**src/rtl/multdiv_arb_pkg.sv**
```systemverilog
// Shared encodings for the multdiv request arbiter: op codes, FSM states and
// nominal multdiv latencies.
package multdiv_arb_pkg;

    localparam logic OP_MULT = 1'b0;
    localparam logic OP_DIV  = 1'b1;

    typedef enum logic [1:0] {
        IDLE  = 2'd0,
        ISSUE = 2'd1,
        WAIT  = 2'd2,
        RESP  = 2'd3
    } state_t;

    // Nominal multdiv latencies after the ctrl pulse; the arbiter never relies on them.
    localparam int MULT_LATENCY = 16;
    localparam int DIV_LATENCY  = 32;

endpackage

```
**src/rtl/multdiv_rr_pick.sv**
```systemverilog
// Two-way round-robin pick: a lone requester always wins, and on a tie the
// requester that did not win last time is chosen.
module multdiv_rr_pick (
    input  logic req0_valid,
    input  logic req1_valid,
    input  logic last_grant,
    output logic grant,
    output logic grant_valid
);

    assign grant_valid = req0_valid | req1_valid;
    assign grant       = (req0_valid && req1_valid) ? ~last_grant : req1_valid;

endmodule

```
**src/rtl/multdiv_arbiter.sv**
```systemverilog
// Round-robin arbiter/sequencer sharing one multdiv unit between two requesters.
// Optional watchdog abort in WAIT is enabled by defining MULTDIV_ARB_TIMEOUT_EN.
module multdiv_arbiter
    import multdiv_arb_pkg::*;
#(
    parameter int TIMEOUT_CYCLES = 40,
    parameter int CNT_W          = 6
) (
    input  logic        clock,
    input  logic        reset_n,
    input  logic        req0_valid,
    input  logic        req0_op,
    input  logic [31:0] req0_a,
    input  logic [31:0] req0_b,
    input  logic        req1_valid,
    input  logic        req1_op,
    input  logic [31:0] req1_a,
    input  logic [31:0] req1_b,
    output logic        req0_ready,
    output logic        req1_ready,
    output logic        resp0_valid,
    output logic        resp1_valid,
    output logic [31:0] resp_result,
    output logic        resp_exception,
    output logic        md_ctrl_mult,
    output logic        md_ctrl_div,
    output logic [31:0] md_operand_a,
    output logic [31:0] md_operand_b,
    input  logic [31:0] md_result,
    input  logic        md_exception,
    input  logic        md_result_rdy,
    output logic        busy
);

    state_t      state, state_nxt;
    logic        grant, grant_valid, handshake;
    logic        last_grant, owner, op_q, timeout;
    logic [31:0] a_q, b_q, res_q;
    logic        exc_q;

    multdiv_rr_pick u_pick (
        .req0_valid  (req0_valid),
        .req1_valid  (req1_valid),
        .last_grant  (last_grant),
        .grant       (grant),
        .grant_valid (grant_valid)
    );

    assign req0_ready = (state == IDLE) && grant_valid && !grant;
    assign req1_ready = (state == IDLE) && grant_valid &&  grant;
    assign handshake  = req0_ready | req1_ready;

`ifdef MULTDIV_ARB_TIMEOUT_EN
    logic [CNT_W-1:0] wd_cnt;

    // Last WAIT cycle is count TIMEOUT_CYCLES-1, so RESP lands TIMEOUT_CYCLES after WAIT entry.
    assign timeout = (state == WAIT) && (wd_cnt == CNT_W'(TIMEOUT_CYCLES - 1));

    always_ff @(posedge clock or negedge reset_n) begin
        if (!reset_n)             wd_cnt <= '0;
        else if (state == ISSUE)  wd_cnt <= '0;
        else if (state == WAIT)   wd_cnt <= wd_cnt + 1'b1;
    end
`else
    logic unused_cfg;
    assign unused_cfg = ^{32'(TIMEOUT_CYCLES), 32'(CNT_W)};
    assign timeout    = 1'b0;
`endif

    always_ff @(posedge clock or negedge reset_n) begin
        if (!reset_n) state <= IDLE;
        else          state <= state_nxt;
    end

    always_comb begin
        state_nxt = state;
        unique case (state)
            IDLE:    if (handshake) state_nxt = ISSUE;
            ISSUE:   state_nxt = WAIT;
            WAIT:    if (md_result_rdy || timeout) state_nxt = RESP;
            RESP:    state_nxt = IDLE;
            default: state_nxt = IDLE;
        endcase
    end

    always_ff @(posedge clock or negedge reset_n) begin
        if (!reset_n) begin
            last_grant <= 1'b1;
            owner      <= 1'b0;
            op_q       <= OP_MULT;
            a_q        <= '0;
            b_q        <= '0;
            res_q      <= '0;
            exc_q      <= 1'b0;
        end else begin
            if (handshake) begin
                last_grant <= grant;
                owner      <= grant;
                op_q       <= grant ? req1_op : req0_op;
                a_q        <= grant ? req1_a  : req0_a;
                b_q        <= grant ? req1_b  : req0_b;
            end
            // Strobes outside WAIT are stale completions and must not touch the response.
            if (state == WAIT) begin
                if (md_result_rdy) begin
                    res_q <= md_result;
                    exc_q <= md_exception;
                end else if (timeout) begin
                    res_q <= '0;
                    exc_q <= 1'b1;
                end
            end
        end
    end

    always_comb begin
        md_ctrl_mult = 1'b0;
        md_ctrl_div  = 1'b0;
        resp0_valid  = 1'b0;
        resp1_valid  = 1'b0;
        busy         = (state != IDLE);
        if (state == ISSUE) begin
            md_ctrl_mult = (op_q == OP_MULT);
            md_ctrl_div  = (op_q == OP_DIV);
        end
        if (state == RESP) begin
            resp0_valid = !owner;
            resp1_valid = owner;
        end
    end

    assign md_operand_a   = a_q;
    assign md_operand_b   = b_q;
    assign resp_result    = res_q;
    assign resp_exception = exc_q;

endmodule

```
**config.mk**
```make
export PLATFORM = sky130hd
export DESIGN_NAME = multdiv_arbiter
export DESIGN_NICKNAME = d
export VERILOG_FILES = /design/src/rtl/multdiv_arb_pkg.sv /design/src/rtl/multdiv_rr_pick.sv /design/src/rtl/multdiv_arbiter.sv
export SDC_FILE = /design/constraint.sdc
export NUM_CORES = 1
export LEC_CHECK = 0
export ABC_CLOCK_PERIOD_IN_PS = 1950
export CAP_MARGIN = 40
export CORE_UTILIZATION = 37
export DETAILED_ROUTE_END_ITERATION = 10
export GPL_ROUTABILITY_DRIVEN = 0
export HOLD_SLACK_MARGIN = 0.1
export PLACE_DENSITY = 0.87
export REMOVE_ABC_BUFFERS = 1
export SLEW_MARGIN = 25
export SYNTH_ARGS = -nofsm -noshare
export SYNTH_HDL_FRONTEND = slang
export SYNTH_SLANG_ARGS = --single-unit
export TNS_END_PERCENT = 50
```
**constraint.sdc**
```tcl
create_clock -name clock -period 1.95 [get_ports clock]
set_input_delay 0.4875 -clock clock [delete_from_list [all_inputs] [get_ports clock]]
set_output_delay 0.4875 -clock clock [all_outputs]
set_load 0.05 [all_outputs]
```
# == Word level (Yosys, flattened, before mapping) ==
# Cells that the tools add are included.
# word_totals
reg_bits,102
out_inout_bits,104
wordCells,38
# classes
n_eq_ne,5
muxes,11
n_bitwise,4
reduce_logical,10
# ops
op,n
two-way mux 32 bit,2
case mux 2 bit (4 select lines),1
two-way mux 1 bit,6
== test 2 bit (second input constant),2
logical AND 1 bit,4
two-way mux 2 bit,2
!= test 2 bit (second input constant),2
AND reduction 2 bit,2
== test 2 x 1 -> 1 bit (second input constant),1
zero test 1 bit,2
zero test 2 bit,1
NOT 1 bit,2
OR 1 bit,2
nonzero test 2 bit,1

# == Depth between registers and ports, before layout ==
# depth
depth_word,7
depth_mapped,7
mapped_depth_nobuf,5

# == Modules after synthesis ==
# From an unflattened synthesis, not the netlist that was laid out.
# unflattened
hier_cells,381
hier_area_um2,4679.5
# modules_own_cells
mod,instances,cells_per_inst,area_each_um2,seq_area_each_um2
multdiv_arbiter,1,379,4665.7,2553.7
multdiv_rr_pick,1,2,13.8,0.0

# == Worst setup path before layout ==
# Ideal clock, no wire load.
# synth_path
kind,register -> output
start,register state[0]
end,output req0_ready
arrival_time_ps,1502
t_required_ps,1462
setup_slack_ps,-40
stages_incl_launch_ff,7
cell_sequence,dfrtp_1 -> inv_1 -> ha_1 -> and2_4 -> buf_6 -> buf_2 -> and2_1
# synth_between
elab_chain_len,3
# synth_rtl
element,line,rtl
"start, declared",multdiv_arbiter.sv:35,"state_t state, state_nxt;"
"start signal, assigned",multdiv_arbiter.sv:72,else state <= state_nxt;
zero test 2 bit,multdiv_arbiter.sv:49,assign req0_ready = (state == IDLE) && grant_valid && !grant;
logical AND 1 bit (2 in a row),multdiv_arbiter.sv:49,
"end, declared",multdiv_arbiter.sv:19,"output logic req0_ready,"
# No other way between the ends.

# == Final worst setup path ==
# layout_path
start,register state[1]
end,output req0_ready
# The elaborated chain is that of the path after synthesis.

==> out/qor.yml <==
run_status: "finished, final reports clean"
internal_power_mw: 7.32
p_comb_frac: 0.603
placed_area_um2: 7060
cts.sinks: 102
crit_chain: "inv_2, ha_4, and2_4, and2_4, buf_12"
cp_max_fo: 4
cp_slowest_cell: "dfrtp_1"
criticalPathCategory: "reg -> out"
skew_ns: 0.00863
vias: 3902
route.detailed.vias_per_inst: 5.29
antenna_violating_nets_post_route: 0
ioPinCount: 272
clkLatencyLatePin_ns: 0.33
postCtsHoldBufs: 0
cts.clk_slew.worst_paths_ns: 0.06
drt-total-wl_mm: 13.8
grt_pass1_wl_mm: 22.0
drive_gt1_frac: 0.293
maxCapViolations: 0
peakVddDrop_uv: 1270
slowest_delay_ns: 0.39
cts_buffers: 9
rows: 39
overflow: 0
power.switching_mw: 6.79
drv_slew: 0
maxSlewHeadroom: 0.630
worst_setup_path_end_kind: "output port"
pwr-share-seq: 0.270
wl_per_cell_um: 18.7
finalWorstPathRequiredPeriod_ns: 1.88
hp-class: "in -> async"
synth_warnings: 0
cts_root_buf: "clkbuf_16"
start_kind: "register"
die-height_um: 110
rrSetupSlack_ns: 0.32
design.die.area_um2: 12200
max_freq_ghz: 0.531
port_buffers: 271
powerDensity_nw_per_um2: 1910
synth.distinct_cells: 22
fillCellCount: 831
drc_errors: 0
hold_violations: 0
die_width_um: 110
htreeDepth: 3
grt_pass1_vias: 4172
fin_crit_sh: 0.966
nets: 760
netlist.area_leader.share: 0.581
required_ns: 1.46
p_sw_frac: 0.481
multi_input_area_um2: 1630
syn-instance-count: 320
grt_max_degree: 103
synth_area_leaders: "dfrtp_1, a221o_1, and3_1"
drt_iter0_drc: 185
antenna_found_initial: 1
dr.pass1.iters: 4
final_area_um2: 7400
area_growth_pct: 70.2
synth_top_area_cell: "dfrtp_1"
hpwl_mm: 10.1
tightestPinTransition_ns: 0.555
grt_setup_unrepaired: "true"
grtUsageTotal: 0.226
synth.avg_cell_area_um2: 13.6
synth_seq_area_share: 0.587
pwr-share-clk: 0.127
ys_ff_latch: 102
holdWs_ns: 0.200
coreArea_um2: 11400
finalSetupViolations: 0
clockBufferDepth: 2
mappedNetlistArea_um2: 4350
cts_tree: "done"
p_leak_nw: 3.54
cpMostUsedCell: "and2_4"
arrival_ns: 1.40
initial_core_util: 0.381
final-seq-area_um2: 2550
-- through the flow --
stage | total power, mW | cells | setup TNS, ns | util | setup WS [ns]
final | 14.1 | 737 | 0 | 0.648 | 0.0660
after global routing | 14.7 | 737 | -0.00357 | 0.648 | -0.00357
after CTS | 14.2 | 735 | 0 | 0.647 | 0.0116
after detailed placement | 12.3 | 716 | -7.71 | 0.619 | -0.166
after global placement | 12.1 | 716 | -5.39 | 0.619 | -0.149
after floorplan | 9.19 | 289 | -82.04 | - | -1.21
-- final cells by class --
| class | instances | share of cell area |
|---|---|---|
| multi-input cells | 183 | 0.220 |
| clock buffers | 10 | 0.0323 |
| diodes | 1 | 0.000338 |
| well taps | 143 | 0.0242 |
| inverters | 4 | 0.00203 |
| clock inverters | 6 | 0.00828 |
| repair buffers | 288 | 0.368 |
| flip-flops and latches | 102 | 0.345 |
-- power groups by stage --
stage	clock network, mW	registers, mW	logic, mW
5_1_grt	1.94	3.92	8.85
4_1_cts	1.84	3.80	8.54
3_3_place_gp	0	3.78	8.35
2_1_floorplan	0	7.16	2.03
6_report	1.80	3.81	8.50
3_5_place_dp	0	3.81	8.51
-- placed cells by master (no fill, tap or decap) --
| master | instances |
|---|---|
| a21o_1 | 2 |
| a21oi_4 | 1 |
| a221o_1 | 65 |
| and2_1 | 2 |
| and2_4 | 2 |
| and3_1 | 65 |
| buf_12 | 11 |
| buf_4 | 104 |
| bufinv_16 | 1 |
| clkbuf_16 | 9 |
| clkbuf_8 | 1 |
| clkdlybuf4s50_1 | 164 |
| clkinv_2 | 3 |
| clkinv_4 | 1 |
| clkinvlp_4 | 1 |
| dfrtp_1 | 101 |
| dfstp_2 | 1 |
| diode_2 | 1 |
| dlygate4sd2_1 | 9 |
| ha_1 | 3 |
| ha_4 | 1 |
| inv_1 | 2 |
| inv_2 | 2 |
| mux2_1 | 1 |
| mux2_2 | 33 |
| nand2_1 | 1 |
| nand2_2 | 1 |
| nand2b_2 | 1 |
| nor2b_1 | 2 |
| o21ai_4 | 1 |
| o22a_1 | 1 |
| o32a_1 | 1 |
-- synth_stat cells --
library cell	count
a221o_1	65
dfrtp_1	101
a21o_1	2
and3_1	65
dfstp_2	1
nand2_1	2
inv_1	4
buf_4	2
buf_6	6
o32a_1	1
clkbuf_1	8
mux2_2	33
nand2b_1	1
and2_1	3
buf_2	15
o21ai_1	1
ha_1	4
a21oi_2	1
mux2_1	1
o22a_1	1
and2_4	1
nor2b_1	2
-- layer usage --
metal  global-route usage  part of all wire  vias to the layer above
li1                     -                 -                     1779
met1                0.270              0.40                     1914
met2                0.388              0.50                      190
met3               0.0659             0.078                       19
met4               0.0782             0.018                        0
met5                    0                 0                        -
-- critical path: cells and delay by family, from the launching register on --
family	cells	cell delay (ns)
adder cells (fa/ha/maj)	1	0.16
buffers and inverters	2	0.22
flip-flops	1	0.39
AND/OR/NAND/NOR	2	0.30
-- state kept, by name (all words and copies together), names as in the netlist --
register	flops
md_operand_a	32
state	2
last_grant	1
md_operand_b	32
op_q	1
owner	1
resp_exception	1
resp_result	32
-- worst paths after layout --
kind                                              from                     endpoint  cells past startpoint
min in group clock         resp_result[17]$_DFFE_PN0P_  resp_result[17]$_DFFE_PN0P_                      1
min reg2reg                resp_result[17]$_DFFE_PN0P_  resp_result[17]$_DFFE_PN0P_                      1
min                                            reset_n  resp_result[14]$_DFFE_PN0P_                      2
max                               state[1]$_DFFE_PN0P_                   req0_ready                      5
max reg2reg                       state[1]$_DFFE_PN0P_         state[1]$_DFFE_PN0P_                      6
max in group asynchronous                      reset_n  md_operand_b[7]$_DFFE_PN0P_                      2
-- what timing repair did --
| action | in CTS | in global routing |
|---|---|---|
| pin swaps | 0 | 1 |
| resized for setup | 14 | 1 |
| buffers inserted | 3 | 1 |
| setup endpoints to repair | 10 | 2 |
-- kinds of logic (layout without fill, tap and decap cells) --
| logic type | after synthesis | count (layout) | share of synthesized area |
|---|---|---|---|
| DFF | 102 | 102 | 0.587 |
| and+or+nand+nor | 74 | 74 | 0.106 |
| buffers and inverters | 35 | 308 | 0.0466 |
| other | 0 | 1 | 0 |
| adders and majority gates | 4 | 4 | 0.0115 |
| muxes | 34 | 34 | 0.0881 |
| AOI/OAI and AO/OA | 71 | 71 | 0.161 |
Note: power is estimated with default switching activity, not from simulation.
